--- src/rtl/cp0_pkg.sv ---
// Shared CP0 definitions: exception codes, register numbers, bit positions
// and helpers that pack the architectural SR/Cause words.
package cp0_pkg;

    localparam logic [4:0] EXC_INT     = 5'd0;
    localparam logic [4:0] EXC_ADEL    = 5'd4;
    localparam logic [4:0] EXC_ADES    = 5'd5;
    localparam logic [4:0] EXC_SYSCALL = 5'd8;
    localparam logic [4:0] EXC_RI      = 5'd10;
    localparam logic [4:0] EXC_OV      = 5'd12;

    localparam logic [4:0] CP0_SR    = 5'd12;
    localparam logic [4:0] CP0_CAUSE = 5'd13;
    localparam logic [4:0] CP0_EPC   = 5'd14;
    localparam logic [4:0] CP0_PRID  = 5'd15;

    localparam int SR_IE       = 0;
    localparam int SR_EXL      = 1;
    localparam int SR_IM_LO    = 10;
    localparam int CAUSE_EXC_LO = 2;
    localparam int CAUSE_IP_LO = 10;
    localparam int CAUSE_BD    = 31;

    function automatic logic [31:0] packSr(input logic [5:0] im,
                                           input logic exl,
                                           input logic ie);
        logic [31:0] w;
        w = '0;
        w[SR_IM_LO +: 6] = im;
        w[SR_EXL]        = exl;
        w[SR_IE]         = ie;
        return w;
    endfunction

    function automatic logic [31:0] packCause(input logic bd,
                                              input logic [5:0] ip,
                                              input logic [4:0] excCode);
        logic [31:0] w;
        w = '0;
        w[CAUSE_BD]            = bd;
        w[CAUSE_IP_LO +: 6]    = ip;
        w[CAUSE_EXC_LO +: 5]   = excCode;
        return w;
    endfunction

endpackage

--- src/rtl/cp0.sv ---
// Coprocessor 0 for the pipelined MIPS core: exception/interrupt arbitration
// at the M stage, EPC/Cause/SR state, and the mtc0/mfc0/eret datapath.
module cp0
    import cp0_pkg::*;
#(
    parameter logic [31:0] HANDLER_PC = 32'h0000_4180,
    parameter logic [31:0] PRID       = 32'h2024_0007
) (
    input  logic        clk,
    input  logic        reset,
    input  logic [4:0]  a_rd,
    input  logic [4:0]  a_wr,
    input  logic [31:0] din,
    input  logic        we,
    input  logic [31:0] pc,
    input  logic        bd_in,
    input  logic [4:0]  exc_code_in,
    input  logic [5:0]  hw_int,
    input  logic        eret,
    output logic        req,
    output logic [31:0] handler_pc,
    output logic [31:0] epc_out,
    output logic [31:0] dout
);

    logic [5:0]  imQ, imD;
    logic        exlQ, exlD;
    logic        ieQ, ieD;
    logic        bdQ, bdD;
    logic [5:0]  ipQ, ipD;
    logic [4:0]  excCodeQ, excCodeD;
    logic [31:0] epcQ, epcD;

    logic intReq;
    logic excReq;

    // EXL masks both sources so a handler is never re-entered.
    assign intReq = (|(hw_int & imQ)) & ieQ & ~exlQ;
    assign excReq = (exc_code_in != EXC_INT) & ~exlQ;
    assign req    = intReq | excReq;

    assign handler_pc = HANDLER_PC;
    assign epc_out    = (we && (a_wr == CP0_EPC)) ? din : epcQ;

    always_comb begin
        dout = '0;
        case (a_rd)
            CP0_SR:    dout = packSr(imQ, exlQ, ieQ);
            CP0_CAUSE: dout = packCause(bdQ, ipQ, excCodeQ);
            CP0_EPC:   dout = epcQ;
            CP0_PRID:  dout = PRID;
            default:   dout = '0;
        endcase
    end

    // A taken request flushes the M instruction, so its mtc0/eret must not land.
    always_comb begin
        imD      = imQ;
        exlD     = exlQ;
        ieD      = ieQ;
        bdD      = bdQ;
        ipD      = hw_int;
        excCodeD = excCodeQ;
        epcD     = epcQ;
        if (req) begin
            exlD     = 1'b1;
            excCodeD = intReq ? EXC_INT : exc_code_in;
            bdD      = bd_in;
            epcD     = bd_in ? (pc - 32'd4) : pc;
        end else begin
            if (we) begin
                case (a_wr)
                    CP0_SR: begin
                        imD  = din[SR_IM_LO +: 6];
                        exlD = din[SR_EXL];
                        ieD  = din[SR_IE];
                    end
                    CP0_EPC: epcD = {din[31:2], 2'b00};
                    default: ;
                endcase
            end
            if (eret) begin
                exlD = 1'b0;
            end
        end
    end

    always_ff @(posedge clk) begin
        if (reset) begin
            imQ      <= '0;
            exlQ     <= 1'b0;
            ieQ      <= 1'b0;
            bdQ      <= 1'b0;
            ipQ      <= '0;
            excCodeQ <= '0;
            epcQ     <= '0;
        end else begin
            imQ      <= imD;
            exlQ     <= exlD;
            ieQ      <= ieD;
            bdQ      <= bdD;
            ipQ      <= ipD;
            excCodeQ <= excCodeD;
            epcQ     <= epcD;
        end
    end

endmodule

--- config.mk ---
export PLATFORM = sky130hd
export DESIGN_NAME = cp0
export DESIGN_NICKNAME = d
export VERILOG_FILES = /design/src/rtl/cp0_pkg.sv /design/src/rtl/cp0.sv
export SDC_FILE = /design/constraint.sdc
export NUM_CORES = 1
export LEC_CHECK = 0
export CAP_MARGIN = 20
export CORE_MARGIN = 3
export CORE_UTILIZATION = 46
export DETAILED_ROUTE_END_ITERATION = 10
export PLACE_DENSITY = 0.91
export SETUP_SLACK_MARGIN = 0.4
export SLEW_MARGIN = 40
export SYNTH_ARGS = -nofsm -noshare
export SYNTH_HDL_FRONTEND = slang
export SYNTH_SLANG_ARGS = --single-unit
--- constraint.sdc ---
create_clock -name clk -period 3.9 [get_ports clk]
set_clock_uncertainty 0.05 [all_clocks]
set_input_delay 0.585 -clock clk [delete_from_list [all_inputs] [get_ports clk]]
set_output_delay 0.585 -clock clk [all_outputs]
set_load 0.01 [all_outputs]
== Yosys cells after proc, flatten, opt, wreduce, memory -nomap -nowiden ==
Cells that the tools add are included.

* Bits in registers: 52
* Bits of input ports: 90
* Output and inout bits: 97
* Logic and storage cells: 42

* $add $sub $neg: 1
* Equal/unequal tests: 6
* Multiplexer cells: 11
* Bitwise logic cells: 7
* Reductions and logical operators: 10

{| class="wikitable"
|+ Operators with widths
! kind !! count
|-
| 2-to-1 mux 32 bit || 5
|-
| case mux 32 bit (4 select lines) || 1
|-
| subtractor 32 x 3 -> 32 bit (second input constant) || 1
|-
| equality test 5 x 4 -> 1 bit (second input constant) || 6
|-
| bitwise AND 6 bit || 1
|-
| nonzero test 3 bit || 2
|-
| OR reduction 6 bit || 1
|-
| 2-to-1 mux 5 bit || 1
|-
| nonzero test 5 bit || 1
|-
| 2-to-1 mux 1 bit || 4
|-
| AND reduction 2 bit || 2
|-
| nonzero test 2 bit || 2
|-
| bitwise AND 1 bit || 3
|-
| AND reduction 3 bit || 1
|-
| inverter 1 bit || 2
|-
| logical AND 1 bit || 1
|-
| OR 1 bit || 1
|}

== Depth between registers and ports, before layout ==
Gate-level depths: netlist of the first run.

* Word-level depth: 7
* Depth in mapped cells: 7
* Depth with buffers taken out: 6

== Worst setup path before layout of the first run ==
Ideal clock, no wire load.

* Kind: input-to-output
* Start point: input a_wr[0]
* End point: output epc_out[11]
* Data arrival time: 1,890 ps
* Data required time: 3,265 ps
* Slack: 1,375 ps
* Cell stages on the path: 6
* Path buffers: 3
* Cell sequence: clkbuf_1 > nor4bb_1 > buf_2 > nand3_1 > clkbuf_1 > mux2_1

* Word-level cells in the longest chain between the ends: 3

{| class="wikitable"
|+ Ends and longest elaborated chain
! what !! RTL line !! RTL
|-
| start: declaration || cp0.sv:12 || <nowiki>input logic [4:0] a_wr,</nowiki>
|-
| equality test 5 x 4 -> 1 bit || cp0.sv:43 || <nowiki>assign epc_out = (we && (a_wr == CP0_EPC)) ? din : epcQ;</nowiki>
|-
| logical AND 1 bit || cp0.sv:43 ||
|-
| 2-to-1 mux 32 bit || cp0.sv:43 ||
|-
| end: declaration || cp0.sv:22 || <nowiki>output logic [31:0] epc_out,</nowiki>
|}

No other way between the ends.

== Final worst setup path of the first run ==
* Start point: input exc_code_in[1]
* End point: output req

* Word-level cells in the longest chain between the ends: 3

{| class="wikitable"
|+ Ends and longest elaborated chain
! what !! RTL line !! RTL
|-
| start: declaration || cp0.sv:17 || <nowiki>input logic [4:0] exc_code_in,</nowiki>
|-
| nonzero test 5 bit || cp0.sv:39 || <nowiki>assign excReq = (exc_code_in != EXC_INT) & ~exlQ;</nowiki>
|-
| bitwise AND 1 bit || cp0.sv:39 ||
|-
| OR 1 bit || cp0.sv:40 || <nowiki>assign req = intReq | excReq;</nowiki>
|-
| end: declaration || cp0.sv:20 || <nowiki>output logic req,</nowiki>
|}

No other way between the ends.

==> metrics.json, run 1 <==
{
  "routing": {
    "routed_wl_um": 14300,
    "routed_wire_length_per_instance_um": 19.3,
    "detail_route.vias_per_cell": 6.18,
    "detail_route.first_pass.iterations": 5,
    "route.antenna.remaining_nets": 0,
    "drt_drc_violations_left": 0,
    "route.vias.total": 4588,
    "drt_iter0_markers": 278
  },
  "timing": {
    "worst_pin_slew_ns": 0.798,
    "timing_max_transition_violations_final": 0,
    "timing.hold.ws_ns": 0.418,
    "fin_crit_ns": 3.29,
    "setup_repair_after_global_routing_missed_its_margin": "no",
    "clock.fmax_mhz": 304,
    "period_share_pct": 84.3,
    "finalHoldViolations": 0,
    "totalNegativeSetupSlack_ns": 0,
    "max_slew_margin_pct": 46.8,
    "finalSetupViolations": 0
  },
  "yosys": {
    "synthTopCellsByArea": "dfxtp_1 (26%), buf_4 (6.1%), o31ai_1 (5.7%)",
    "yosysUniqueCellTypes": 63,
    "synth_async_sr_flop_share_pct": 0,
    "synth.ff_latch_count": 52,
    "synthSimpleGateAreaFrac_pct": 30.1,
    "synth_largest_area_cell": "dfxtp_1",
    "synth_edf_count": 0,
    "synth_top_cell_area_share_pct": 25.6,
    "syn_area_um2": 4060,
    "yosys.cell_count.top_type": "dfxtp_1",
    "synthXorXnorAreaFrac_pct": 1.94,
    "yosysWarnings": 0,
    "post_synth_inst_count": 509,
    "ys_top_cells_by_count": "dfxtp_1 (52), nand2_1 (37), clkbuf_1 (34)",
    "postSynthAreaPerCell_um2": 7.98,
    "fraction_of_synthesized_area_in_multiplexers_pct": 5.70,
    "main_synth_ff_type": "dfxtp_1",
    "synth_sequential_area_ratio_pct": 25.6,
    "synth-adder-area-share_pct": 0.308,
    "combinational_family_with_the_most_area_after_synthesis": "simple AND/OR/NAND/NOR gates",
    "synth-compound-area-share_pct": 24.3
  },
  "pwr": {
    "post-layout-total-power_mw": 1.37,
    "internal-power_mw": 0.947,
    "switching_share_pct": 31.1,
    "power_frac_comb_pct": 33.3,
    "power_frac_clock_pct": 23.2,
    "leakage_component_of_the_power_nw": 2.06,
    "switching_power_mw": 0.427,
    "seqPwrFrac_pct": 43.5,
    "cellPowerDensity_nw_per_um2": 245,
    "vdd_ir_drop_max_v": 0.000156
  },
  "global_routing": {
    "grt_pass1_wl_um": 22300,
    "grtUsageTotal_pct": 27.5,
    "grt_start_max_net_pins": 34,
    "grt_antenna_before_repair": 0,
    "via_count_of_the_first_global_routing_pass": 4318,
    "globalRoute.totalOverflow": 0
  },
  "worst_setup_path": {
    "timing_worst_setup_path_type": "in -> out",
    "rr_endpoint": "imQ[2]",
    "critical_path.max_fanout": 32,
    "r2r_cells": 4,
    "slowest_cell_on_the_critical_path": "or4_1",
    "worstSetupPathDepth": 5,
    "cp_launch_type": "primary input",
    "number_of_buffer_and_inverter_stages_on_the_critical_path": 2,
    "critical_path_arrival_ns": 2.65,
    "reg2reg_setup_slack_ns": 1.73,
    "cpPeakStageDelay_ns": 0.59,
    "timing.critical_path.mode_cell": "clkdlybuf4s50_1",
    "crit_family": "buffers and inverters",
    "cells_along_the_critical_path": "clkdlybuf4s50_1 -> or4_1 -> o21ai_2 -> nand2_4 -> clkdlybuf4s50_1",
    "worstReg2RegStart": "imQ[0]",
    "end_kind": "output pin",
    "worst_ep_required_time_ns": 3.26
  },
  "clocking": {
    "clock_latency_ns": 0.30,
    "clkSinkCount": 52,
    "clockBufferDepth": 2,
    "deepest_level_of_the_cts_h_tree": 2,
    "cts_tree": "yes",
    "postCtsSetupRepairBufs": 0,
    "cts.root.buffer_cell": "clkbuf_8",
    "tritoncts.num_buffers": 5,
    "clk_pin_slew_worst_paths_ns": 0.09,
    "number_of_instances_resized_during_post_cts_repair": 0,
    "cts_hold_repair.buffers": 0
  },
  "hold_path": {
    "type_of_the_worst_min_delay_path": "reg -> reg",
    "timing.hold.worst_path_depth": 2,
    "hold_path_end": "excCodeQ[0]",
    "min_from": "excCodeQ[0]"
  },
  "die": {
    "fp.dieW_um": 100,
    "floorplan.initialDensity_pct": 48.5,
    "floorplan.rows": 33,
    "die-height_um": 100,
    "io_pins": 187,
    "floorplan.core_area_um2": 8380,
    "die-area_um2": 9990
  },
  "flow_run": {
    "max_cap_violations": 0
  },
  "cells_and_area": {
    "layout.filler_cells": 707,
    "syn_to_final_growth_pct": 38.1,
    "nNetsFinal": 727,
    "final-instance-count-excl-fill": 742,
    "antenna-diode-count": 0,
    "drive_above_1_share_pct": 5.97
  },
  "place": {
    "hpwl_um": 11000,
    "place.gp.congestion": 0.892,
    "numPlacedInstances": 734,
    "portBuffers": 154
  },
  "outcome": {
    "status": "finished, final reports clean"
  }
}
## how the worst max path moves through the flow
| stage | from | to | slack [ns] |
|---|---|---|---|
| floorplan | a_wr[0] | epc_out[11] | 1.38 |
| global placement | exc_code_in[1] | req | 0.66 |
| detailed placement | exc_code_in[1] | req | 0.62 |
| CTS | exc_code_in[1] | req | 0.61 |
| global route | a_wr[1] | epc_out[6] | 0.51 |
| finish | exc_code_in[1] | req | 0.61 |
## layer usage
layer	share of wire, %	up-vias	global-route usage [%]
li1	-	2126	-
met3	7.4	36	4.31
met2	48	252	46.8
met4	2.7	0	8.40
met5	0	-	0
met1	41	2174	35.9
## cells by family (layout without fill, tap and decap cells)
family | count (synthesis) | after routing
AND/OR/NAND/NOR | 205 | 205
AO/OA/AOI/OAI | 134 | 134
buffers and inverters | 84 | 182
flip-flops | 52 | 52
multiplexers | 22 | 22
XOR/XNOR | 9 | 9
other | 2 | 32
adder cells (fa/ha/maj) | 1 | 1
## registers in the layout (all words and copies together) (netlist names)
name,cells
exlQ,1
excCodeQ,5
ieQ,1
epcQ,32
ipQ,6
bdQ,1
imQ,6
## cells in the final DEF, fill, tap and decap left out, types with 8 or more instances in the layout
cell type        instances
clkdlybuf4s50_1        154
dfxtp_1                 52
nand2_1                 37
conb_1                  32
o31ai_1                 31
nor2_1                  28
nand4_1                 20
a21oi_1                 17
or4_1                   16
and2_1                  15
nor4_1                  15
a31oi_1                 15
nand3_1                 14
a41o_1                  14
buf_4                   14
mux2i_1                 13
nor2b_1                  9
nor4b_1                  9
o31a_1                   8
or2_1                    8
mux2_1                   8
or3_1                    8
## power by group through the flow
stage                     clock [mW]  combinational (mW)  sequential, mW
after floorplan                    0               0.249           0.596
after global placement             0               0.445           0.607
after detailed placement           0               0.451           0.609
after CTS                      0.319               0.453           0.596
after global routing           0.336               0.491           0.602
final                          0.319               0.457           0.598
## through the flow
| step | util [%] | instance area, µm² | worst slack, ns |
|---|---|---|---|
| after floorplan | - | 4170 | 1.38 |
| after global placement | 65.8 | 5520 | 0.658 |
| after detailed placement | 65.8 | 5520 | 0.623 |
| after CTS | 66.9 | 5610 | 0.612 |
| after global routing | 66.9 | 5610 | 0.511 |
| final | 66.9 | 5610 | 0.611 |
## worst register-to-register path, cell delays in order, from the launching register on
cell and delay, ns:
dfxtp_1 0.35, a22o_1 0.27, o311a_1 0.64, nor3_4 0.54, mux2i_1 0.26
## layout make-up
type                    count  area (µm²)  share of cell area (%)
multi-input cells         403        2680                    47.7
repair buffers            168        1650                    29.4
flip-flops and latches     52        1040                    18.6
well taps                 105         131                    2.34
clock buffers               8        90.1                    1.61
inverters                   6        22.5                   0.402
(Power assumes the default switching activity.)
==> inputs of run 2 (changes only) <==
--- a/config.mk
+++ b/config.mk
@@ -7,9 +7,9 @@
 export LEC_CHECK = 0
 export CAP_MARGIN = 20
 export CORE_MARGIN = 3
-export CORE_UTILIZATION = 46
+export CORE_UTILIZATION = 42
 export DETAILED_ROUTE_END_ITERATION = 10
-export PLACE_DENSITY = 0.91
+export PLACE_DENSITY = 0.84
 export SETUP_SLACK_MARGIN = 0.4
 export SLEW_MARGIN = 40
 export SYNTH_ARGS = -nofsm -noshare
==> constraint.sdc (replaced) <==
create_clock -name clk -period 3.25 [get_ports clk]
set_clock_uncertainty 0.05 [all_clocks]
set_input_delay 0.4875 -clock clk [delete_from_list [all_inputs] [get_ports clk]]
set_output_delay 0.4875 -clock clk [all_outputs]
set_load 0.01 [all_outputs]
==> run 2 against run 1 <==
Final area rose by 7.1%. Wire length rose by 6.8%. Critical path type unchanged. Highest routed layer unchanged. Hold slack improved by 0.016 ns. Non-clock buffer count rose by 26. Critical endpoint is now epc_out[13]. Critical path depth rose by 2.
==> metrics.json, run 2 (synthesis gave the netlist of run 1 again) <==
{
  "worst_setup_path": {
    "reg2reg_setup_slack": {"value": 1.01, "unit": "ns", "change": "was 1.73 ns"},
    "worst_ep_required_time": {"value": 2.71, "unit": "ns", "change": "was 3.26 ns"},
    "critical_path.max_fanout": {"value": 16, "change": "was 32"},
    "r2r_cells": {"value": 4, "change": "unchanged"},
    "cells_along_the_critical_path": {"value": "clkdlybuf4s50_1 -> nand4b_1 -> buf_4 -> buf_12 -> o31a_1 -> or2_1 -> clkdlybuf4s50_1", "change": "was clkdlybuf4s50_1 -> or4_1 -> o21ai_2 -> nand2_4 -> clkdlybuf4s50_1"},
    "timing_worst_setup_path_type": {"value": "in -> out", "change": "unchanged"},
    "critical_path_arrival": {"value": 2.44, "unit": "ns", "change": "was 2.65 ns"},
    "worstSetupPathDepth": {"value": 7, "change": "was 5"},
    "crit_family": {"value": "buffers and inverters", "change": "unchanged"},
    "end_kind": {"value": "output pin", "change": "unchanged"},
    "worstReg2RegStart": {"value": "imQ[0]", "change": "unchanged"},
    "slowest_cell_on_the_critical_path": {"value": "clkdlybuf4s50_1", "change": "was or4_1"},
    "cp_launch_type": {"value": "primary input", "change": "unchanged"},
    "number_of_buffer_and_inverter_stages_on_the_critical_path": {"value": 4, "change": "was 2"},
    "rr_endpoint": {"value": "imQ[0]", "change": "was imQ[2]"},
    "cpPeakStageDelay": {"value": 0.48, "unit": "ns", "change": "was 0.59 ns"},
    "timing.critical_path.mode_cell": {"value": "clkdlybuf4s50_1", "change": "unchanged"}
  },
  "timing": {
    "fin_crit_ns": 2.97,
    "max_slew_margin": {"value": 44.3, "unit": "%", "change": "was 46.8%"},
    "clock.fmax_mhz": 336,
    "timing_max_transition_violations_final": {"value": 0, "change": "unchanged"},
    "setup_repair_after_global_routing_missed_its_margin": {"value": "yes", "change": "was no"},
    "timing.hold.ws": {"value": 0.434, "unit": "ns", "change": "was 0.418 ns"},
    "totalNegativeSetupSlack": {"value": 0, "unit": "ns", "change": "unchanged"},
    "finalSetupViolations": {"value": 0, "change": "unchanged"},
    "finalHoldViolations": {"value": 0, "change": "unchanged"},
    "worst_pin_slew": {"value": 0.835, "unit": "ns", "change": "was 0.798 ns"},
    "period_share_pct": 91.5
  },
  "routing": {
    "met2_length": {"value": 7410, "unit": "µm", "change": "was 6930 µm"},
    "detail_route.first_pass.iterations": {"value": 5, "change": "unchanged"},
    "routed-wl-met3": {"value": 1170, "unit": "µm", "change": "was 1060 µm"},
    "drt_drc_violations_left": {"value": 0, "change": "unchanged"},
    "drt_iter0_markers": {"value": 327, "change": "was 278"},
    "detail_route.vias_per_cell": {"value": 5.94, "change": "was 6.18"},
    "route.vias.total": {"value": 4703, "change": "was 4,588"},
    "topRoutingLayerUsed": {"value": "met4", "change": "unchanged"},
    "routed_metal_1_wire_length": {"value": 6360, "unit": "µm", "change": "was 5930 µm"},
    "route.antenna.remaining_nets": {"value": 0, "change": "unchanged"},
    "routed_wl": {"value": 15300, "unit": "µm", "change": "was 14,300 µm"},
    "routed_wire_length_per_instance": {"value": 19.3, "unit": "µm", "change": "about the same"}
  },
  "clocking": {
    "clk_pin_slew_worst_paths": {"value": 0.10, "unit": "ns", "change": "was 0.09 ns"},
    "tritoncts.num_buffers": {"value": 5, "change": "unchanged"},
    "cts.root.buffer_cell": {"value": "clkbuf_8", "change": "unchanged"},
    "clockBufferDepth": {"value": 2, "change": "unchanged"},
    "deepest_level_of_the_cts_h_tree": {"value": 2, "change": "unchanged"},
    "clock_latency": {"value": 0.31, "unit": "ns", "change": "was 0.30 ns"},
    "clkSinkCount": {"value": 52, "change": "unchanged"},
    "cts_tree": {"value": "yes", "change": "unchanged"}
  },
  "global_routing": {
    "grt_antenna_before_repair": {"value": 0, "change": "unchanged"},
    "via_count_of_the_first_global_routing_pass": {"value": 4461, "change": "was 4,318"},
    "grtUsageTotal": {"value": 25.8, "unit": "%", "change": "was 27.5%"},
    "globalRoute.totalOverflow": {"value": 0, "change": "unchanged"},
    "grt_start_max_net_pins": {"value": 33, "change": "was 34"},
    "grt_pass1_wl": {"value": 23300, "unit": "µm", "change": "was 22,300 µm"}
  },
  "die": {
    "die-area": {"value": 10900, "unit": "µm²", "change": "was 9990 µm²"},
    "floorplan.initialDensity": {"value": 43.5, "unit": "%", "change": "was 48.5%"},
    "fp.dieW": {"value": 104, "unit": "µm", "change": "was 100 µm"},
    "floorplan.core_area": {"value": 9330, "unit": "µm²", "change": "was 8380 µm²"},
    "die-height": {"value": 104, "unit": "µm", "change": "was 100 µm"},
    "floorplan.rows": {"value": 35, "change": "was 33"},
    "io_pins": {"value": 187, "change": "unchanged"}
  },
  "cells_and_area": {
    "antenna-diode-count": {"value": 0, "change": "unchanged"},
    "nNetsFinal": {"value": 753, "change": "was 727"},
    "max_ffs_per_register": {"value": 32, "change": "unchanged"},
    "layout.cells.most_common_list": {"value": "clkdlybuf4s50_1 (122), dfxtp_1 (52), nand2_1 (37), buf_4 (33), conb_1 (32)", "change": "was clkdlybuf4s50_1 (154), dfxtp_1 (52), nand2_1 (37), conb_1 (32), o31ai_1 (31)"},
    "syn_to_final_growth": {"value": 47.9, "unit": "%", "change": "was 38.1%"},
    "drive_above_1_share": {"value": 13.6, "unit": "%", "change": "was 5.97%"},
    "most_common_cell_after_layout_fill_and_taps_aside": {"value": "clkdlybuf4s50_1", "change": "unchanged"},
    "biggestRegsByFlops": {"value": "epcQ (32), imQ (6), ipQ (6)", "change": "unchanged"},
    "layout.filler_cells": {"value": 793, "change": "was 707"},
    "largest-register": {"value": "epcQ", "change": "unchanged"}
  },
  "place": {
    "portBuffers": {"value": 154, "change": "unchanged"},
    "place.gp.congestion": {"value": 0.903, "change": "was 0.892"},
    "hpwl": {"value": 11300, "unit": "µm", "change": "was 11,000 µm"}
  },
  "pwr": {
    "leakage_component_of_the_power": {"value": 2.46, "unit": "nW", "change": "was 2.06 nW"},
    "cellPowerDensity": {"value": 287, "unit": "nW/µm²", "change": "was 245 nW/µm²"},
    "vdd_ir_drop_max": {"value": 0.000201, "unit": "V", "change": "was 0.000156 V"}
  },
  "flow_run": {
    "max_cap_violations": {"value": 0, "change": "unchanged"}
  },
  "hold_path": {
    "timing.hold.worst_path_depth": {"value": 2, "change": "unchanged"},
    "hold_path_end": {"value": "excCodeQ[0]", "change": "unchanged"},
    "min_from": {"value": "excCodeQ[0]", "change": "unchanged"},
    "type_of_the_worst_min_delay_path": {"value": "reg -> reg", "change": "unchanged"}
  },
  "outcome": {
    "status": {"value": "finished, final reports clean", "change": "unchanged"}
  }
}
## run 2: cell types whose count changed in the layout (fill, tap and decap cells not counted), moves of 7 or more
cell / change
dlymetal6s2s_1: +11
clkbuf_2: +11
nor4b_1: -8
buf_4: +19
dlygate4sd2_1: +7
clkdlybuf4s50_1: -32
## run 2: report_power, final
part	switching [mW]	internal, mW
logic	0.286	0.273
registers	0.0314	0.685
clock network	0.221	0.229
## run 2: metrics by stage
stage | cells | utilization [%] | cell area [µm²] | setup WS [ns] | total power, mW
3_5_place_dp | 766 | 60.3 | 5620 | 0.226 | 1.28
2_1_floorplan | 539 | - | 4170 | 0.920 | 1.01
5_1_grt | 792 | 64.4 | 6010 | 0.228 | 1.79
4_1_cts | 783 | 62.5 | 5830 | 0.255 | 1.71
3_3_place_gp | 766 | 60.3 | 5620 | 0.265 | 1.27
6_report | 792 | 64.4 | 6010 | 0.276 | 1.73
## run 2: worst max path at each step
stage / startpoint / end
2_1_floorplan: a_wr[0] / epc_out[11]
3_3_place_gp: a_wr[3] / epc_out[11]
3_5_place_dp: a_wr[3] / epc_out[11]
4_1_cts: a_wr[4] / epc_out[13]
5_1_grt: a_wr[4] / epc_out[13]
6_report: a_wr[4] / epc_out[13]
## run 2: what timing repair did
action	4_1_cts	5_1_grt
pin swaps	1	5
endpoints found under the setup margin	35	44
hold buffers	0	0
buffers inserted	8	7
endpoints found under the hold margin	0	0
gates cloned	1	2
resized for setup	33	55
## run 2: routing by layer
metal,up-vias,global-route usage [%]
met5,-,0
met4,0,6.36
met3,27,3.97
met2,259,44.6
met1,2236,33.5
li1,2181,-
## run 2: worst register-to-register path: stages, from the launching register on
cell and delay, ns:
dfxtp_1 0.35, a22o_1 0.27, o311a_1 0.66, nor3_4 0.58
mux2i_1 0.26
## run 2: cell type report
type,instances,area [µm²],area share (%)
Multi-Input combinational cell,403,2820,46.9
Timing Repair Buffer,194,1850,30.9
Sequential cell,52,1040,17.3
Tap cell,129,161,2.69
Clock buffer,6,72.6,1.21
Clock inverter,2,35.0,0.583
Inverter,6,25.0,0.417
